==> config.mk <==
export PLATFORM = sky130hd
export DESIGN_NAME = prog_loader_flat
export DESIGN_NICKNAME = d
export VERILOG_FILES = /design/src/rtl/prog_loader_if.sv /design/src/rtl/prog_loader.sv /design/src/flat_wrapper.sv
export SDC_FILE = /design/constraint.sdc
export NUM_CORES = 1
export LEC_CHECK = 0
export CAP_MARGIN = 0
export CORE_MARGIN = 2
export CORE_UTILIZATION = 57
export CTS_BUF_LIST = sky130_fd_sc_hd__clkbuf_2 sky130_fd_sc_hd__clkbuf_4 sky130_fd_sc_hd__clkbuf_8
export CTS_CLUSTER_SIZE = 8
export DETAILED_ROUTE_END_ITERATION = 8
export HOLD_SLACK_MARGIN = 0.05
export PLACE_DENSITY = 0.88
export SLEW_MARGIN = 20
export SYNTH_ARGS = -nofsm -noshare
export SYNTH_HDL_FRONTEND = slang
export SYNTH_SLANG_ARGS = --single-unit
==> constraint.sdc <==
create_clock -name clk -period 2.22 [get_ports clk]
set_input_delay 0.444 -clock clk [delete_from_list [all_inputs] [get_ports clk]]
set_output_delay 0.444 -clock clk [all_outputs]
set_load 0.01 [all_outputs]
==> src/rtl/prog_loader_if.sv <==
// Byte-stream valid/ready link between a program source and the loader.
interface prog_loader_if;
  logic       in_valid;
  logic [7:0] in_data;
  logic       in_ready;

  modport master (output in_valid, output in_data, input in_ready);
  modport slave  (input in_valid, input in_data, output in_ready);
endinterface

==> src/rtl/prog_loader.sv <==
// Boot loader: parses a length-prefixed byte stream into 32-bit instruction
// words, writes them to instruction memory, then releases the RV32I core.
module prog_loader #(
  parameter int unsigned ADDR_W = 8
) (
  input  logic              clk,
  input  logic              rst,
  prog_loader_if.slave      i_stream,
  input  logic              i_reload,
  output logic              o_imem_we,
  output logic [ADDR_W-1:0] o_imem_addr,
  output logic [31:0]       o_imem_wdata,
  output logic              o_core_rst,
  output logic              o_core_enable,
  output logic              o_done,
  output logic              o_error
);
  localparam int unsigned CNT_W = ADDR_W + 1;
  localparam int unsigned DEPTH = 32'(1) << ADDR_W;

  typedef enum logic [2:0] {
    S_HDR0 = 3'd0,
    S_HDR1 = 3'd1,
    S_LOAD = 3'd2,
    S_RUN  = 3'd3,
    S_ERR  = 3'd4
  } state_t;

  state_t           r_state;
  state_t           w_state_nxt;
  logic             r_in_ready;
  logic [15:0]      r_count;
  logic [1:0]       r_byte;
  logic [23:0]      r_word;
  logic [CNT_W-1:0] r_widx;

  logic        w_xfer;
  logic        w_word_end;
  logic        w_last_word;
  logic        w_reload_run;
  logic [15:0] w_hdr_count;
  logic        w_in_ready_nxt;
  logic        w_run_nxt;
  logic        w_error_nxt;
  logic        w_we_nxt;

  assign i_stream.in_ready = r_in_ready;
  assign w_xfer       = i_stream.in_valid & r_in_ready;
  assign w_hdr_count  = {i_stream.in_data, r_count[7:0]};
  assign w_word_end   = (r_state == S_LOAD) & w_xfer & (r_byte == 2'd3);
  assign w_last_word  = (32'(r_widx) + 32'd1) == 32'(r_count);
  assign w_reload_run = (r_state == S_RUN) & i_reload;

  always_ff @(posedge clk or negedge rst) begin
    if (!rst) r_state <= S_HDR0;
    else      r_state <= w_state_nxt;
  end

  always_comb begin
    w_state_nxt = r_state;
    case (r_state)
      S_HDR0: if (w_xfer) w_state_nxt = S_HDR1;
      S_HDR1: begin
        if (w_xfer) begin
          if (w_hdr_count == 16'd0)              w_state_nxt = S_RUN;
          else if (32'(w_hdr_count) > DEPTH)     w_state_nxt = S_ERR;
          else                                   w_state_nxt = S_LOAD;
        end
      end
      S_LOAD: if (w_word_end && w_last_word) w_state_nxt = S_RUN;
      S_RUN:  if (i_reload) w_state_nxt = S_HDR0;
      S_ERR:  w_state_nxt = S_ERR;
      default: w_state_nxt = S_HDR0;
    endcase
  end

  // in_ready tracks the state it enters; core controls trail the state by one cycle
  // so done follows the final write strobe, except that reload drops them at once.
  always_comb begin
    w_in_ready_nxt = 1'b0;
    w_run_nxt      = 1'b0;
    w_error_nxt    = 1'b0;
    w_we_nxt       = 1'b0;
    w_in_ready_nxt = (w_state_nxt == S_HDR0) || (w_state_nxt == S_HDR1) ||
                     (w_state_nxt == S_LOAD);
    w_run_nxt      = (r_state == S_RUN) && !i_reload;
    w_error_nxt    = (r_state == S_ERR);
    w_we_nxt       = w_word_end;
  end

  always_ff @(posedge clk or negedge rst) begin
    if (!rst) begin
      r_in_ready    <= 1'b1;
      o_imem_we     <= 1'b0;
      o_core_rst    <= 1'b1;
      o_core_enable <= 1'b0;
      o_done        <= 1'b0;
      o_error       <= 1'b0;
    end else begin
      r_in_ready    <= w_in_ready_nxt;
      o_imem_we     <= w_we_nxt;
      o_core_rst    <= !w_run_nxt;
      o_core_enable <= w_run_nxt;
      o_done        <= w_run_nxt;
      o_error       <= w_error_nxt;
    end
  end

  // Header capture, little-endian word assembly and word index.
  always_ff @(posedge clk or negedge rst) begin
    if (!rst) begin
      r_count      <= 16'd0;
      r_byte       <= 2'd0;
      r_word       <= 24'd0;
      r_widx       <= '0;
      o_imem_addr  <= '0;
      o_imem_wdata <= 32'd0;
    end else if (w_reload_run) begin
      r_count <= 16'd0;
      r_byte  <= 2'd0;
      r_widx  <= '0;
    end else if (w_xfer) begin
      case (r_state)
        S_HDR0: r_count[7:0]  <= i_stream.in_data;
        S_HDR1: r_count[15:8] <= i_stream.in_data;
        S_LOAD: begin
          r_byte <= r_byte + 2'd1;
          case (r_byte)
            2'd0: r_word[7:0]   <= i_stream.in_data;
            2'd1: r_word[15:8]  <= i_stream.in_data;
            2'd2: r_word[23:16] <= i_stream.in_data;
            default: begin
              o_imem_wdata <= {i_stream.in_data, r_word};
              o_imem_addr  <= r_widx[ADDR_W-1:0];
              r_widx       <= r_widx + CNT_W'(1);
            end
          endcase
        end
        default: ;
      endcase
    end
  end
endmodule

==> src/flat_wrapper.sv <==
// flat-port wrapper written by rule: the top's interface ports become plain ports
module prog_loader_flat 
#(
  parameter int unsigned ADDR_W = 8
)
  (clk, rst, i_reload, o_imem_we, o_imem_addr, o_imem_wdata, o_core_rst, o_core_enable, o_done, o_error, i_stream_in_valid, i_stream_in_data, i_stream_in_ready);
  prog_loader_if i_stream_i ();
  input  logic clk;
  input  logic rst;
  input  logic i_reload;
  output logic o_imem_we;
  output logic [ADDR_W-1:0] o_imem_addr;
  output logic [31:0] o_imem_wdata;
  output logic o_core_rst;
  output logic o_core_enable;
  output logic o_done;
  output logic o_error;
  input wire logic [$bits(i_stream_i.in_valid)-1:0] i_stream_in_valid;
  input wire logic [$bits(i_stream_i.in_data)-1:0] i_stream_in_data;
  output wire logic [$bits(i_stream_i.in_ready)-1:0] i_stream_in_ready;
  assign i_stream_i.in_valid = i_stream_in_valid;
  assign i_stream_i.in_data = i_stream_in_data;
  assign i_stream_in_ready = i_stream_i.in_ready;
  prog_loader #(.ADDR_W(ADDR_W)) u_core (.clk(clk), .rst(rst), .i_stream(i_stream_i), .i_reload(i_reload), .o_imem_we(o_imem_we), .o_imem_addr(o_imem_addr), .o_imem_wdata(o_imem_wdata), .o_core_rst(o_core_rst), .o_core_enable(o_core_enable), .o_done(o_done), .o_error(o_error));
endmodule
# Word-level counts from Yosys, hierarchy flattened
# Index checks and enable logic that the tools add are counted.
# Widths: inputs -> output; s select.
# word_totals
regBits	99
inputBits	12
output_inout_bits	46
elab_cells	77
# op_classes
addsub	3
order_cmp	1
n_eq_ne	11
n_mux	18
bitwise_logic	6
reduce_logical	23
# op_table
cell	n
$mux 9	4
$eq 32x16->1	1
$mux 16	2
$mux 3	6
$gt 16x9->1 const B	1
$logic_not 16->1	1
$mux 8	2
$reduce_and 4->1	4
$pmux 3 s5	1
$add 9x1->10 const B	1
$add 9x1->9 const B	1
$eq 3x2->1 const B	3
$reduce_bool 2->1	4
$eq 3x1->1 const B	2
$logic_not 3->1	2
$mux 2	3
$reduce_and 2->1	3
$and 1x1->1	4
$eq 2x2->1 const B	2
$eq 3x3->1 const B	1
$reduce_and 3->1	1
$reduce_or 3->1	1
$add 2x1->2 const B	1
$eq 2x1->1 const B	1
other kinds (6)	10

# Logic depth before layout (Yosys ltp)
# logic_depth
depth_word	9
ltp_mapped	7

# Least setup slack after synthesis
# Ideal clock, no wire load.
# synth_path
path_kind	register to register
start	register u_core.r_widx[0]
end	register u_core.r_state[0]
setup_ns	0.065
arrival_time_ns	1.782
t_required_ns	2.155
slack_ns	0.373
stages_incl_launch_ff	8
synth_period_minus_slack_ns	1.847
path_cell_list	dfrtp_1 -> ha_1 -> buf_2 -> and4_4 -> a2111oi_0 -> o2111ai_1 -> a2111oi_2 -> or2_1
# synth_between
elab_chain_cells	5
# synth_rtl
item	line	source
start, declared	prog_loader.sv:35	logic [CNT_W-1:0] r_widx;
start signal, assigned	prog_loader.sv:135	r_widx <= r_widx + CNT_W'(1);
$add 9x1->10	prog_loader.sv:51	assign w_last_word = (32'(r_widx) + 32'd1) == 32'(r_count);
$eq 32x16->1	prog_loader.sv:51	
$logic_and 1x1->1	prog_loader.sv:70	S_LOAD: if (w_word_end && w_last_word) w_state_nxt = S_RUN;
$mux 3	prog_loader.sv:70	
$pmux 3 s5	prog_loader.sv:61	case (r_state)
named net u_core.w_state_nxt[0]	prog_loader.sv:30	state_t w_state_nxt;
end signal, assigned	prog_loader.sv:56	else r_state <= w_state_nxt;
end, declared	prog_loader.sv:29	state_t r_state;
# The timed path passes the listed nets, and every way through them passes these cells.
# A chain may end at the register's enable or synchronous reset.

# Worst setup path after layout
# Same ends and word-level chain as after synthesis.

==> reports/qor.tcl <==
set qor(synth_cell_types) 49
set qor(postSynthRegisterBits) 99
set qor(ys.warnings.count) 0
set qor(number_of_global_route_vias_before_repair) 3562
set qor(synth_common_cells) {143 x sky130_fd_sc_hd__nand2_1, 97 x sky130_fd_sc_hd__dfrtp_1, 24 x sky130_fd_sc_hd__mux2_2, 24 x sky130_fd_sc_hd__nor2_1}
set qor(post-route-period-util) 0.928
set qor(initial_utilization) 0.583
set qor(combPwrFrac) 0.356
set qor(p_seq_frac) 0.461
set qor(drtIter0Drc) 269
set qor(post-route-min-period_ns) 2.06
set qor(finClkSkew_ns) 0.0122
set qor(postPlaceCellArea_um2) 5240
set qor(ir_drop_v) 0.000715
set qor(synth-seq-area-share) 0.556
set qor(power_frac_clock) 0.183
set qor(synthToLayoutAreaGrowth_pct) 21.8
set qor(numClockSinks) 99
set qor(numPortBuffers) 57
set qor(post-route-drc-count) 0
set qor(drv_slew) 0
set qor(routed_wire_length_per_instance_um) 16.9
set qor(grt_setup_unrepaired) {no}
set qor(insertedDiodeCount) 0
set qor(cts_buffer_depth) 2
set qor(synth_area_per_cell_um2) 9.98
set qor(tritoncts) {yes}
set qor(fmax_mhz) 486
set qor(power_report.internal_total_mw) 3.89
set qor(floorplan.die_area_um2) 8550
set qor(yosys_most_used_dff) {sky130_fd_sc_hd__dfrtp_1}
set qor(yosysTopAreaCellShare) 0.544
set qor(num_vias) 3572
set qor(global_route.usage.total) 0.268
set qor(grt_antenna_before_repair) 0
set qor(crit_required_ns) 2.53
set qor(ys_top_cells_by_area) {sky130_fd_sc_hd__dfrtp_1 54%, sky130_fd_sc_hd__nand2_1 12%, sky130_fd_sc_hd__mux2_2 6.1%}
set qor(p_switching_mw) 2.04
set qor(switching_share) 0.344
set qor(postRouteAntennaNets) 0
set qor(post-synth-top-area-cell) {sky130_fd_sc_hd__dfrtp_1}
set qor(worst-setup-path-type) {register to register}
set qor(rows) 32
set qor(routed_wl_mm) 10.5
set qor(grt_first_pass_wirelength_mm) 17.8
set qor(timing.reg2reg.setup_slack_ns) 0.16
set qor(cp_data_arrival_time_ns) 2.36
set qor(max_cap_viols) 0
set qor(worst_hold_path_type) {register to register}
set qor(category_of_the_worst_setup_path_launch_point) {register}
set qor(final_nets) 534
set qor(crit_path_end_kind) {register}
set qor(largest_net_degree_at_the_start_of_global_routing) 37
set qor(fp.dieH_um) 92.5
set qor(core-area_um2) 7650
set qor(setup_viol) 0
set qor(leakage_nw) 2.52
set qor(synthMostInstantiatedCell) {sky130_fd_sc_hd__nand2_1}
set qor(grt_remaining_overflow) 0
set qor(die-width_um) 92.5
set qor(detail_route.first_pass.iterations) 5
set qor(final_cells) 623
set qor(final_area_um2) 5430
set qor(n_fill_cell) 530
set qor(replace_congestion) 0.901
set qor(cts_root_buffer) {sky130_fd_sc_hd__clkbuf_8}
set qor(ios) 58
set qor(critPathMaxFanout) 4
set qor(drt-vias-per-instance) 5.73
set qor(clock_latency_ns) 0.37
set qor(worst_setup_hold_path_clk_slew_ns) 0.10
set qor(synthCells) 447
set qor(hpwlAfterDp_mm) 7.37
set qor(synth-edff-count) 0
set qor(timing.final.hold_violations) 0
set qor(synth_area_um2) 4460
set qor(worst-slew-pin-transition_ns) 0.576
set qor(inserted_clock_buffers) 9
set qor(final_layout_size_suffix_gt1_frac) 0.159
set qor(max-slew-margin-rel) 0.614
set qor(power_per_cell_area_nw_per_um2) 1090
set qor(async_reset_ff_frac) 1.00
set qor(h-tree-depth) 3
set qor(place_inst) 606
set qor(syn-num-nets) 465
set qor(status) {finished clean}
==> flip-flops by register name, indices dropped and copies added (netlist names) <==
register	count
u_core.o_imem_we	1
u_core.r_byte	2
u_core.o_imem_addr	8
u_core.o_core_enable	1
u_core.o_imem_wdata	32
u_core.r_count	16
u_core.r_widx	9
u_core.o_error	1
u_core.r_state	3
u_core.r_word	24
u_core.o_core_rst	1
u_core.i_stream.in_ready	1
==> cell families after synthesis <==
kind of cell / after synthesis / synth area share
multiplexers: 33 / 0.0808
AND/OR/NAND/NOR: 219 / 0.215
AO/OA/AOI/OAI: 46 / 0.0727
flip-flops: 99 / 0.556
buffers and inverters: 32 / 0.0345
XOR/XNOR: 12 / 0.0236
adder cells (fa/ha/maj): 6 / 0.0168
==> cells in the final DEF (no fill, tap or decap), types with 4 or more instances in the layout <==
| cell | Yosys | routed |
|---|---|---|
| sky130_fd_sc_hd__a21oi_1 | 14 | 14 |
| sky130_fd_sc_hd__buf_4 | 2 | 25 |
| sky130_fd_sc_hd__clkbuf_8 | 0 | 9 |
| sky130_fd_sc_hd__clkdlybuf4s50_1 | 0 | 56 |
| sky130_fd_sc_hd__dfrtp_1 | 97 | 97 |
| sky130_fd_sc_hd__ha_1 | 6 | 6 |
| sky130_fd_sc_hd__inv_1 | 7 | 7 |
| sky130_fd_sc_hd__mux2_2 | 24 | 24 |
| sky130_fd_sc_hd__mux2i_1 | 9 | 9 |
| sky130_fd_sc_hd__nand2_1 | 143 | 143 |
| sky130_fd_sc_hd__nand3_1 | 14 | 13 |
| sky130_fd_sc_hd__nor2_1 | 24 | 24 |
| sky130_fd_sc_hd__nor3_1 | 7 | 7 |
| sky130_fd_sc_hd__nor4_1 | 6 | 6 |
| sky130_fd_sc_hd__o21ai_0 | 11 | 11 |
| sky130_fd_sc_hd__xnor2_1 | 8 | 8 |
| sky130_fd_sc_hd__xor2_1 | 4 | 4 |
==> power by group through the flow <==
stage | Sequential, mW | Clock, mW | Combinational (mW)
after global placement | 2.71 | 0 | 1.99
after detailed placement | 2.75 | 0 | 2.10
after CTS | 2.73 | 1.10 | 2.13
after floorplan | 2.80 | 0 | 1.01
final | 2.73 | 1.09 | 2.11
after global routing | 2.80 | 1.18 | 2.32
==> path summary, 6_finish.rpt <==
check | start | cells past startpoint | end
setup / recovery | u_core.r_widx[0]$_DFFE_PN0P_ | 6 | u_core.r_state[0]$_DFF_PN0_
setup reg to reg | u_core.r_widx[0]$_DFFE_PN0P_ | 6 | u_core.r_state[0]$_DFF_PN0_
min in group asynchronous | rst | 2 | u_core.o_imem_addr[0]$_DFFE_PN0P_
hold reg to reg | u_core.r_word[4]$_DFFE_PN0P_ | 2 | u_core.o_imem_wdata[4]$_DFFE_PN0P_
max in group asynchronous | rst | 3 | u_core.r_count[4]$_DFFE_PN0P_
hold / removal | u_core.r_word[4]$_DFFE_PN0P_ | 2 | u_core.o_imem_wdata[4]$_DFFE_PN0P_
==> layer usage <==
layer	global-route usage	routed length, um
met5	0	0
met1	0.363	4470
met2	0.429	5170
met4	0.107	335
met3	0.0496	562
==> area by class of cell <==
| cell class | count | area, um^2 | share of cell area |
|---|---|---|---|
| flip-flops and latches | 99 | 2480 | 0.456 |
| clock inverters | 6 | 46.3 | 0.00852 |
| inverters | 7 | 26.3 | 0.00484 |
| repair buffers | 83 | 778 | 0.143 |
| multi-input cells | 316 | 1840 | 0.339 |
| well taps | 102 | 128 | 0.0235 |
| clock buffers | 10 | 131 | 0.0242 |
==> stage by stage <==
stage,power (mW),setup WS (ns),utilization,hold slack [ns],setup TNS [ns]
finish,5.93,0.161,0.710,0.472,0
floorplan,3.80,0.373,-,0.148,0
global route,6.30,0.0537,0.710,0.496,0
global placement,4.71,0.0117,0.685,0.420,0
detailed placement,4.85,-0.0719,0.685,0.430,-0.133
CTS,5.96,0.0641,0.710,0.477,0
==> critical path, cell delays in order, from the launching register on <==
cell                        delay [ns]
sky130_fd_sc_hd__dfrtp_1          0.39
sky130_fd_sc_hd__ha_1             0.25
sky130_fd_sc_hd__and4_4           0.19
sky130_fd_sc_hd__a2111oi_2        0.44
sky130_fd_sc_hd__o2111ai_1        0.23
sky130_fd_sc_hd__a2111oi_2        0.34
sky130_fd_sc_hd__or2_1            0.16
==> what timing repair did <==
| action | 4_1_cts | 5_1_grt |
|---|---|---|
| hold buffers | 1 | 0 |
| setup endpoints to repair | 2 | 2 |
| gates resized for setup | 1 | 1 |
| hold endpoints to repair | 32 | 0 |
| setup buffers | 0 | 0 |
No activity file was read; power rests on OpenSTA's default activity.
